===== config.mk =====
export PLATFORM = sky130hd
export DESIGN_NAME = addsub_rr_arbiter
export DESIGN_NICKNAME = d
export VERILOG_FILES = /design/src/rtl/addsub_rr_arbiter.sv
export SDC_FILE = /design/constraint.sdc
export NUM_CORES = 1
export LEC_CHECK = 0
export BUFFER_PORTS_ARGS = -buffer_cell sky130_fd_sc_hd__buf_4
export CAP_MARGIN = 20
export CORE_AREA = 2 2 68 70
export CTS_CLUSTER_DIAMETER = 120
export DETAILED_ROUTE_END_ITERATION = 16
export DIE_AREA = 0 0 70 72
export HOLD_SLACK_MARGIN = 0.02
export PLACE_DENSITY = 0.87
export SETUP_SLACK_MARGIN = 0.3
export SYNTH_ARGS = -nofsm -noshare
export SYNTH_HDL_FRONTEND = slang
export SYNTH_SLANG_ARGS = --single-unit

===== constraint.sdc =====
create_clock -name CLK -period 2.3 [get_ports CLK]
set_input_delay 0.115 -clock CLK [delete_from_list [all_inputs] [get_ports CLK]]
set_output_delay 0.115 -clock CLK [all_outputs]
set_load 0.03 [all_outputs]

===== src/rtl/addsub_rr_arbiter.sv =====
// -----------------------------------------------------------------------------
// addsub_rr_arbiter
//
// Shares one registered WIDTH-bit add/subtract unit between four requesters.
// Each transaction takes three cycles: IDLE (arbitrate and latch operands),
// EXEC (compute and register the result), RESP (one-cycle DONE pulse). When
// requests are pending the FSM goes straight from RESP back through IDLE into
// the next grant, so there is no extra idle cycle between transactions.
// Arbitration is round-robin. After reset the pointer is 3, so requester 0
// has first priority.
//
// Ports
//   CLK       in   rising-edge clock
//   RESET     in   asynchronous, active-high reset; drops any in-flight op
//   REQ       in   [3:0]          per-requester request, held until its DONE
//   OP_A      in   [4*WIDTH-1:0]  packed operand A, slot i at [i*WIDTH +: WIDTH]
//   OP_B      in   [4*WIDTH-1:0]  packed operand B, same packing
//   OP_SUB    in   [3:0]          per-requester op: 0 = A+B, 1 = A-B
//   GNT       out  [3:0]          one-hot grant, zero when idle
//   GRANT_ID  out  [1:0]          index of the current/last winner
//   DONE      out  [3:0]          one-hot single-cycle completion pulse
//   RESULT    out  [WIDTH-1:0]    result of the last completed operation
//   FLAG      out                 carry (add) / borrow (sub) of last operation
//   BUSY      out                 high whenever the FSM is not IDLE
//   OPS_CNT   out  [CNT_W-1:0]    completed-operation count, wraps
// -----------------------------------------------------------------------------
module addsub_rr_arbiter #(
  parameter int WIDTH = 4,
  parameter int CNT_W = 8
) (
  input  logic               CLK,
  input  logic               RESET,
  input  logic [3:0]         REQ,
  input  logic [4*WIDTH-1:0] OP_A,
  input  logic [4*WIDTH-1:0] OP_B,
  input  logic [3:0]         OP_SUB,
  output logic [3:0]         GNT,
  output logic [1:0]         GRANT_ID,
  output logic [3:0]         DONE,
  output logic [WIDTH-1:0]   RESULT,
  output logic               FLAG,
  output logic               BUSY,
  output logic [CNT_W-1:0]   OPS_CNT
);

  typedef enum logic [1:0] {
    S_IDLE = 2'd0,
    S_EXEC = 2'd1,
    S_RESP = 2'd2
  } state_t;

  state_t             state_q;
  logic [1:0]         ptr_q;
  logic [3:0]         gnt_q;
  logic [1:0]         grant_id_q;
  logic [3:0]         done_q;
  logic [WIDTH-1:0]   result_q;
  logic               flag_q;
  logic               busy_q;
  logic [CNT_W-1:0]   cnt_q;
  logic [WIDTH-1:0]   a_q;
  logic [WIDTH-1:0]   b_q;
  logic               sub_q;

  logic [1:0]         winner_d;
  logic [WIDTH-1:0]   a_d;
  logic [WIDTH-1:0]   b_d;
  logic               sub_d;
  logic [WIDTH:0]     sum_ext_d;

  // Round-robin winner: the first set REQ bit in order ptr+1, ptr+2, ptr+3,
  // ptr. The loop walks from lowest to highest priority so that the last
  // match, i.e. the highest-priority one, is what remains.
  // NOTE: every variable assigned in always_comb gets a default first;
  // otherwise a path that skips the assignment infers a latch.
  always_comb begin
    logic [1:0] cand;
    winner_d = '0;
    cand     = '0;
    for (int k = 4; k >= 1; k--) begin
      cand = ptr_q + 2'(k);
      if (REQ[cand]) begin
        winner_d = cand;
      end
    end
  end

  // Operand mux: pick the winner's slot out of the packed operand buses.
  assign a_d   = OP_A[int'(winner_d)*WIDTH +: WIDTH];
  assign b_d   = OP_B[int'(winner_d)*WIDTH +: WIDTH];
  assign sub_d = OP_SUB[winner_d];

  // One extra bit holds the carry-out for an add. For a subtract of two
  // zero-extended values the same bit is set exactly when A < B, which is
  // the unsigned borrow.
  assign sum_ext_d = sub_q ? ({1'b0, a_q} - {1'b0, b_q})
                           : ({1'b0, a_q} + {1'b0, b_q});

  // NOTE: sequential state is assigned with <= only, so every register
  // samples the pre-edge values and the order of statements does not matter.
  always_ff @(posedge CLK or posedge RESET) begin
    if (RESET) begin
      state_q    <= S_IDLE;
      ptr_q      <= 2'd3;
      gnt_q      <= '0;
      grant_id_q <= '0;
      done_q     <= '0;
      result_q   <= '0;
      flag_q     <= 1'b0;
      busy_q     <= 1'b0;
      cnt_q      <= '0;
      a_q        <= '0;
      b_q        <= '0;
      sub_q      <= 1'b0;
    end else begin
      case (state_q)
        S_IDLE: begin
          if (|REQ) begin
            gnt_q      <= 4'b0001 << winner_d;
            grant_id_q <= winner_d;
            a_q        <= a_d;
            b_q        <= b_d;
            sub_q      <= sub_d;
            busy_q     <= 1'b1;
            state_q    <= S_EXEC;
          end
        end
        S_EXEC: begin
          result_q <= sum_ext_d[WIDTH-1:0];
          flag_q   <= sum_ext_d[WIDTH];
          // Completion is steered to the requester that holds the grant.
          done_q   <= gnt_q;
          cnt_q    <= cnt_q + CNT_W'(1);
          state_q  <= S_RESP;
        end
        S_RESP: begin
          done_q  <= '0;
          gnt_q   <= '0;
          ptr_q   <= grant_id_q;
          busy_q  <= 1'b0;
          state_q <= S_IDLE;
        end
        default: begin
          state_q <= S_IDLE;
        end
      endcase
    end
  end

  assign GNT      = gnt_q;
  assign GRANT_ID = grant_id_q;
  assign DONE     = done_q;
  assign RESULT   = result_q;
  assign FLAG     = flag_q;
  assign BUSY     = busy_q;
  assign OPS_CNT  = cnt_q;

endmodule


==> flow_summary.ini, run 1 <==
[floorplanning]
core_um2 = 4260
num_io_pins = 66
placementRows = 24
fp.dieH_um = 72
die-area_um2 = 5040
fp.dieW_um = 70
initial_utilization_pct = 49.0

[critical_path]
crit_fanout = 2
crit_chain = inv_1 > ha_4 > mux2i_2 > ha_1 > a21o_1 > a21oi_2 > xnor2_1 > mux2_2
cp-startpoint = b_q[0]$_DFFE_PP0P_
cp_data_arrival_time_ns = 2.11
critPathKind = register to register
cp_slowest_cell = dfrtp_1
crit_end = RESULT[3]$_DFFE_PP0N_
r2r_slack_ns = 0.37
end_kind = register
timing.rr.end = RESULT[3]$_DFFE_PP0N_
reg2reg_depth = 8
cp.required_ns = 2.48
r2r-start = b_q[0]$_DFFE_PP0P_
slowest_delay_ns = 0.39
start_kind = register

[synth]
syn_area_um2 = 2090
yosysSeqAreaShare_pct = 44.4
synth_edf_count = 0
synth_ff_type = dfrtp_1
synth_most_common_cell = dfrtp_1
yosysTopAreaCell = dfrtp_1
synthTopCellsByArea = dfrtp_1, ha_1, a211oi_1
yosysTopAreaCellShare_pct = 41.9
ys_types = 36
ys_seq_elements = 37
syn_area_per_cell_um2 = 10.1
synth_common_cells = dfrtp_1, nand2_1, a211oi_1
synth_nets = 260
synth_cells = 206
synth-warning-count = 0
async_flop_share_pct = 100

[timing]
relSlewSlack_pct = 66.0
finClkSkew_ns = 0.00710
tightest_slew_ns = 0.504
min_period_over_period_pct = 83.9
layout_min_cycle_time_ns = 1.93
rsz0062_at_grt = false
hold_viol = 0
fmax_mhz = 518
maxSlewViolCount = 0
setup_tns_ns = 0
setup_violations = 0

[layout]
num-fill-cells = 364
antennaDiodeCount = 0
regArea_um2 = 928
final_util_pct = 65.9
multiInputGateArea_um2 = 1080
fin_area_um2 = 2810
syn_to_final_growth_pct = 34.4
final_layout_size_suffix_gt1_share_pct = 35.3
layout.cells.non_filler = 335
nets = 337

[clock_network]
clock_path_buffers = 2
cts_max_level = 2
cts_tree = yes
insertion_delay_ns = 0.29
cts_inserted_buffers = 5
cts.clk_slew.worst_paths_ns = 0.07
cts_sinks = 37
cts-root-buf = clkbuf_8

[power]
power.density_nw_per_um2 = 1460
ir_drop_mv = 0.486
p_leak_nw = 1.35

[placed_design]
dp_cells = 324
post_dp_cell_area_um2 = 2650
dp_hpwl_mm = 3.49
gp_congestion = 0.838
port_buffers = 65

[global_routing]
antenna_found_initial = 0
grt_pass1_vias = 1741
grt_overflow = 0
grt_first_pass_wirelength_mm = 7.35
grt_max_degree = 38
grtUsageTotal_pct = 18.1

[route]
drc = 0
routed_wirelength_mm = 4.48
via_per_inst = 5.23
postRouteAntennaNets = 0
first_pass_iters = 4
drt_iter0_markers = 85
num_vias = 1751
wire_per_inst_um = 13.4

[status]
status = finished clean

[flow_run]
drv_cap = 0

[min_path]
hp-class = input pin to register
==> cells in the final DEF (no fill, tap or decap), types with 2 or more instances in the layout <==
cell type,n
buf_4,77
dfrtp_1,35
nand2_1,19
a211oi_1,18
nor2_1,17
inv_1,13
o21ai_0,11
xnor2_1,11
mux2i_1,10
ha_1,10
and4_1,9
nor2b_1,6
clkbuf_8,5
a21oi_1,4
mux2_2,4
and3_1,3
nand4_1,3
a21o_1,3
o21ai_1,2
o21ai_2,2
dfstp_2,2
==> critical path, delay by kind of cell, from the launching register on <==
kind	cells	cell delay [ns]
compound gates	2	0.30
xor+xnor	1	0.07
fa+ha+maj	2	0.48
flops	1	0.39
buf+inv	1	0.11
mux	2	0.47
==> through the flow <==
step	hold slack, ns	setup WS, ns	power [mW]
global placement	0.246	0.302	3.37
floorplan	0.293	0.378	2.84
CTS	0.166	0.341	4.06
finish	0.169	0.370	4.09
global route	0.183	0.297	4.41
detailed placement	0.254	0.253	3.47
==> power by group <==
group	total, mW	leakage [nW]	switching, mW	internal, mW
logic	2.37	0.845	1.29	1.09
clock network	0.541	0.0540	0.226	0.315
registers	1.18	0.447	0.229	0.952
total	4.09	1.35	1.74	2.35
==> sequential cells by signal, summed over array words and instances (netlist names), 2 cells and up <==
register	count
state_q	2
GRANT_ID	2
OPS_CNT	8
ptr_q	2
DONE	4
RESULT	4
GNT	4
b_q	4
a_q	4
==> worst min path at each step <==
stage          depth (start not counted)    start                   to
2_1_floorplan                          1    RESET     BUSY$_DFFE_PP0P_
3_3_place_gp                           3    RESET  DONE[1]$_DFFE_PP0P_
3_5_place_dp                           3    RESET  DONE[2]$_DFFE_PP0P_
4_1_cts                                3  OP_B[7]   b_q[3]$_DFFE_PP0P_
5_1_grt                                3  OP_A[7]   a_q[3]$_DFFE_PP0P_
6_report                               3  OP_B[7]   b_q[3]$_DFFE_PP0P_
==> metal layers <==
| layer | global-route usage (%) | share of wire [%] | vias to the layer above |
|---|---|---|---|
| met5 | 0 | 0 | - |
| met4 | 7.69 | 1.6 | 0 |
| met3 | 4.03 | 6.3 | 6 |
| met2 | 31.0 | 48 | 57 |
| met1 | 22.4 | 44 | 811 |
| li1 | - | - | 877 |
==> timing repair <==
action / CTS / global route
setup endpoints to repair: 1 / 1
gates cloned: 0 / 0
buffers inserted: 2 / 1
hold buffers: 1 / 0
gates resized for setup: 1 / 2
pin swaps: 0 / 2
hold endpoints to repair: 35 / 0
==> area by class of cell <==
type	instances	share of cell area, %
clock buffers	5	2.45
flip-flops and latches	37	33.0
well taps	52	2.32
repair buffers	78	20.9
clock inverters	2	1.25
multi-input cells	148	38.3
inverters	13	1.74
==> cells by family after synthesis <==
kind of cell	count (synthesis)	share of synthesized area, %
AO/OA/AOI/OAI	43	13.5
flip-flops	37	44.4
AND/OR/NAND/NOR	66	17.0
XOR/XNOR	12	5.03
adder cells (fa/ha/maj)	12	7.54
multiplexers	15	7.42
buffers and inverters	21	5.09
(Power assumes the default switching activity.)
==> inputs of run 2 (changes only) <==
--- a/config.mk
+++ b/config.mk
@@ -7,12 +7,12 @@
 export LEC_CHECK = 0
 export BUFFER_PORTS_ARGS = -buffer_cell sky130_fd_sc_hd__buf_4
 export CAP_MARGIN = 20
-export CORE_AREA = 2 2 68 70
+export CORE_AREA = 2 2 71 73
 export CTS_CLUSTER_DIAMETER = 120
 export DETAILED_ROUTE_END_ITERATION = 16
-export DIE_AREA = 0 0 70 72
+export DIE_AREA = 0 0 73 75
 export HOLD_SLACK_MARGIN = 0.02
-export PLACE_DENSITY = 0.87
+export PLACE_DENSITY = 0.84
 export SETUP_SLACK_MARGIN = 0.3
 export SYNTH_ARGS = -nofsm -noshare
 export SYNTH_HDL_FRONTEND = slang
==> constraint.sdc (replaced) <==
create_clock -name CLK -period 1.7 [get_ports CLK]
set_input_delay 0.085 -clock CLK [delete_from_list [all_inputs] [get_ports CLK]]
set_output_delay 0.085 -clock CLK [all_outputs]
set_load 0.03 [all_outputs]
==> run 2 against run 1 <==
- the run now ends with negative setup slack left
- combinational power grew 89%
- critical path depth unchanged
- via count up 8.9%
- count of clock-buffer cells in the layout is 2 higher
- total power increased by 65%
- clock skew rose by 0.0011 ns
- highest routed layer unchanged
==> flow_summary.ini, run 2 (synthesis results as in run 1) <==
[status]
status = finished, violations left
violations = negative setup slack

[power]
fin_total_pwr_mw = 6.74
power.density_nw_per_um2 = 2060
ir_drop_mv = 0.831
p_leak_nw = 1.45

[global_routing]
grt_max_degree = 38
antenna_found_initial = 0
grt_first_pass_wirelength_mm = 8.25
grt_pass1_vias = 1839
grt_overflow = 0
grtUsageTotal_pct = 19.9

[clock_network]
insertion_delay_ns = 0.29
cts_sinks = 37
cts_inserted_buffers = 5
cts-root-buf = clkbuf_8
cts_tree = yes
cts_max_level = 2
clock_path_buffers = 2
cts.clk_slew.worst_paths_ns = 0.07

[floorplanning]
die-area_um2 = 5480
fp.dieH_um = 75
placementRows = 25
initial_utilization_pct = 44.9
num_io_pins = 66
fp.dieW_um = 73
core_um2 = 4660

[route]
first_pass_iters = 4
postRouteAntennaNets = 0
drc = 0
routed_wirelength_mm = 5.57
num_vias = 1907
wire_per_inst_um = 15.9
drt_iter0_markers = 43
via_per_inst = 5.45

[critical_path]
cp_data_arrival_time_ns = 2.01
slowest_delay_ns = 0.40
crit_fanout = 2
cp_num_buf_inv = 1
cp.required_ns = 1.88
crit_chain = inv_2 > ha_4 > mux2i_4 > ha_1 > a21o_1 > a21oi_2 > xnor2_1 > mux2_4
cp_slowest_cell = dfrtp_1
end_kind = register
path_delay_family = adder cells
start_kind = register
critPathKind = register to register

[timing]
worst_slack_ns = -0.130
layout_min_cycle_time_ns = 1.83
min_period_over_period_pct = 108
maxSlewViolCount = 0
fmax_mhz = 546
tightest_slew_ns = 0.899
finClkSkew_ns = 0.00819
hold_viol = 0
relSlewSlack_pct = 39.4
hold_ws_ns = 0.118
setup_violations = 3
rsz0062_at_grt = true

[layout]
antennaDiodeCount = 0
num-fill-cells = 333
largest_register_ffs = 8
layout_commonest_cell = buf_4
syn_to_final_growth_pct = 56.4
nets = 350
final_layout_size_suffix_gt1_share_pct = 54.7
most-common-layout-cells = buf_4, dfrtp_1, nand2_1
final_util_pct = 70.2

[placed_design]
dp_hpwl_mm = 3.48
port_buffers = 65
gp_congestion = 0.816

[flow_run]
drv_cap = 0

[min_path]
hp-class = input pin to register
==> run 2: cell count changes in the layout (fill, tap and decap cells not counted), moves of 4 or more <==
cell      delta
buf_6        +5
a211oi_1    -15
mux2i_4      +5
o21ai_2      +4
inv_1        -5
buf_4        +4
a211oi_2    +14
inv_2        +4
mux2i_1      -7
==> run 2: cell type report <==
type / instances / area [µm²] / share of cell area, %
clock buffer: 7 / 86.3 / 2.64
tap: 54 / 67.6 / 2.07
multi-input combinational: 149 / 1390 / 42.6
sequential: 37 / 930 / 28.4
inverter: 13 / 51.3 / 1.57
timing repair buffer: 90 / 742 / 22.7
==> run 2: worst min-delay path, delay by kind of cell <==
kind,cells,cell delay [ns]
buf+inv,1,0.08
compound gates,2,0.19
==> run 2: repair_timing <==
item | 4_1_cts | 5_1_grt
cloned | 2 | 1
buffers inserted | 3 | 3
resized for setup | 16 | 37
setup endpoints to repair | 19 | 20
hold buffers | 1 | 0
pin swaps | 13 | 13
endpoints found under the hold margin | 35 | 0
==> run 2: power by group <==
group	internal (mW)	switching (mW)
Clock	0.321	0.294
Combinational	2.23	2.24
Sequential	1.29	0.365
Total	3.84	2.90
==> run 2: final timing paths <==
path | slack (ns) | start | cells after the start | to
max in group asynchronous | 0.90 | RESET | 4 | state_q[0]$_DFFE_PP0P_
setup reg to reg | -0.13 | b_q[0]$_DFFE_PP0P_ | 8 | RESULT[3]$_DFFE_PP0N_
hold / removal | 0.12 | OP_B[15] | 3 | b_q[3]$_DFFE_PP0P_
hold reg to reg | 0.47 | OPS_CNT[7]$_DFFE_PP0N_ | 1 | OPS_CNT[7]$_DFFE_PP0N_
min in group asynchronous | 0.46 | RESET | 4 | GNT[2]$_DFFE_PP0P_
setup / recovery | -0.13 | b_q[0]$_DFFE_PP0P_ | 8 | RESULT[3]$_DFFE_PP0N_
==> run 2: stage by stage <==
step | area, µm² | cells | worst slack [ns] | setup TNS, ns
finish | 3270 | 350 | -0.130 | -0.203
global route | 3270 | 350 | -0.223 | -0.779
CTS | 3070 | 346 | -0.108 | -0.155
detailed placement | 2840 | 333 | -0.173 | -0.229
global placement | 2840 | 333 | -0.119 | -0.120
floorplan | 2220 | 206 | -0.112 | -0.143
==> run 2: layer usage <==
layer  part of all wire, %  global-route usage, %
met1                    40                   23.6
met3                   5.4                   4.95
met5                     0                      0
met2                    53                   35.1
met4                   1.2                   7.20
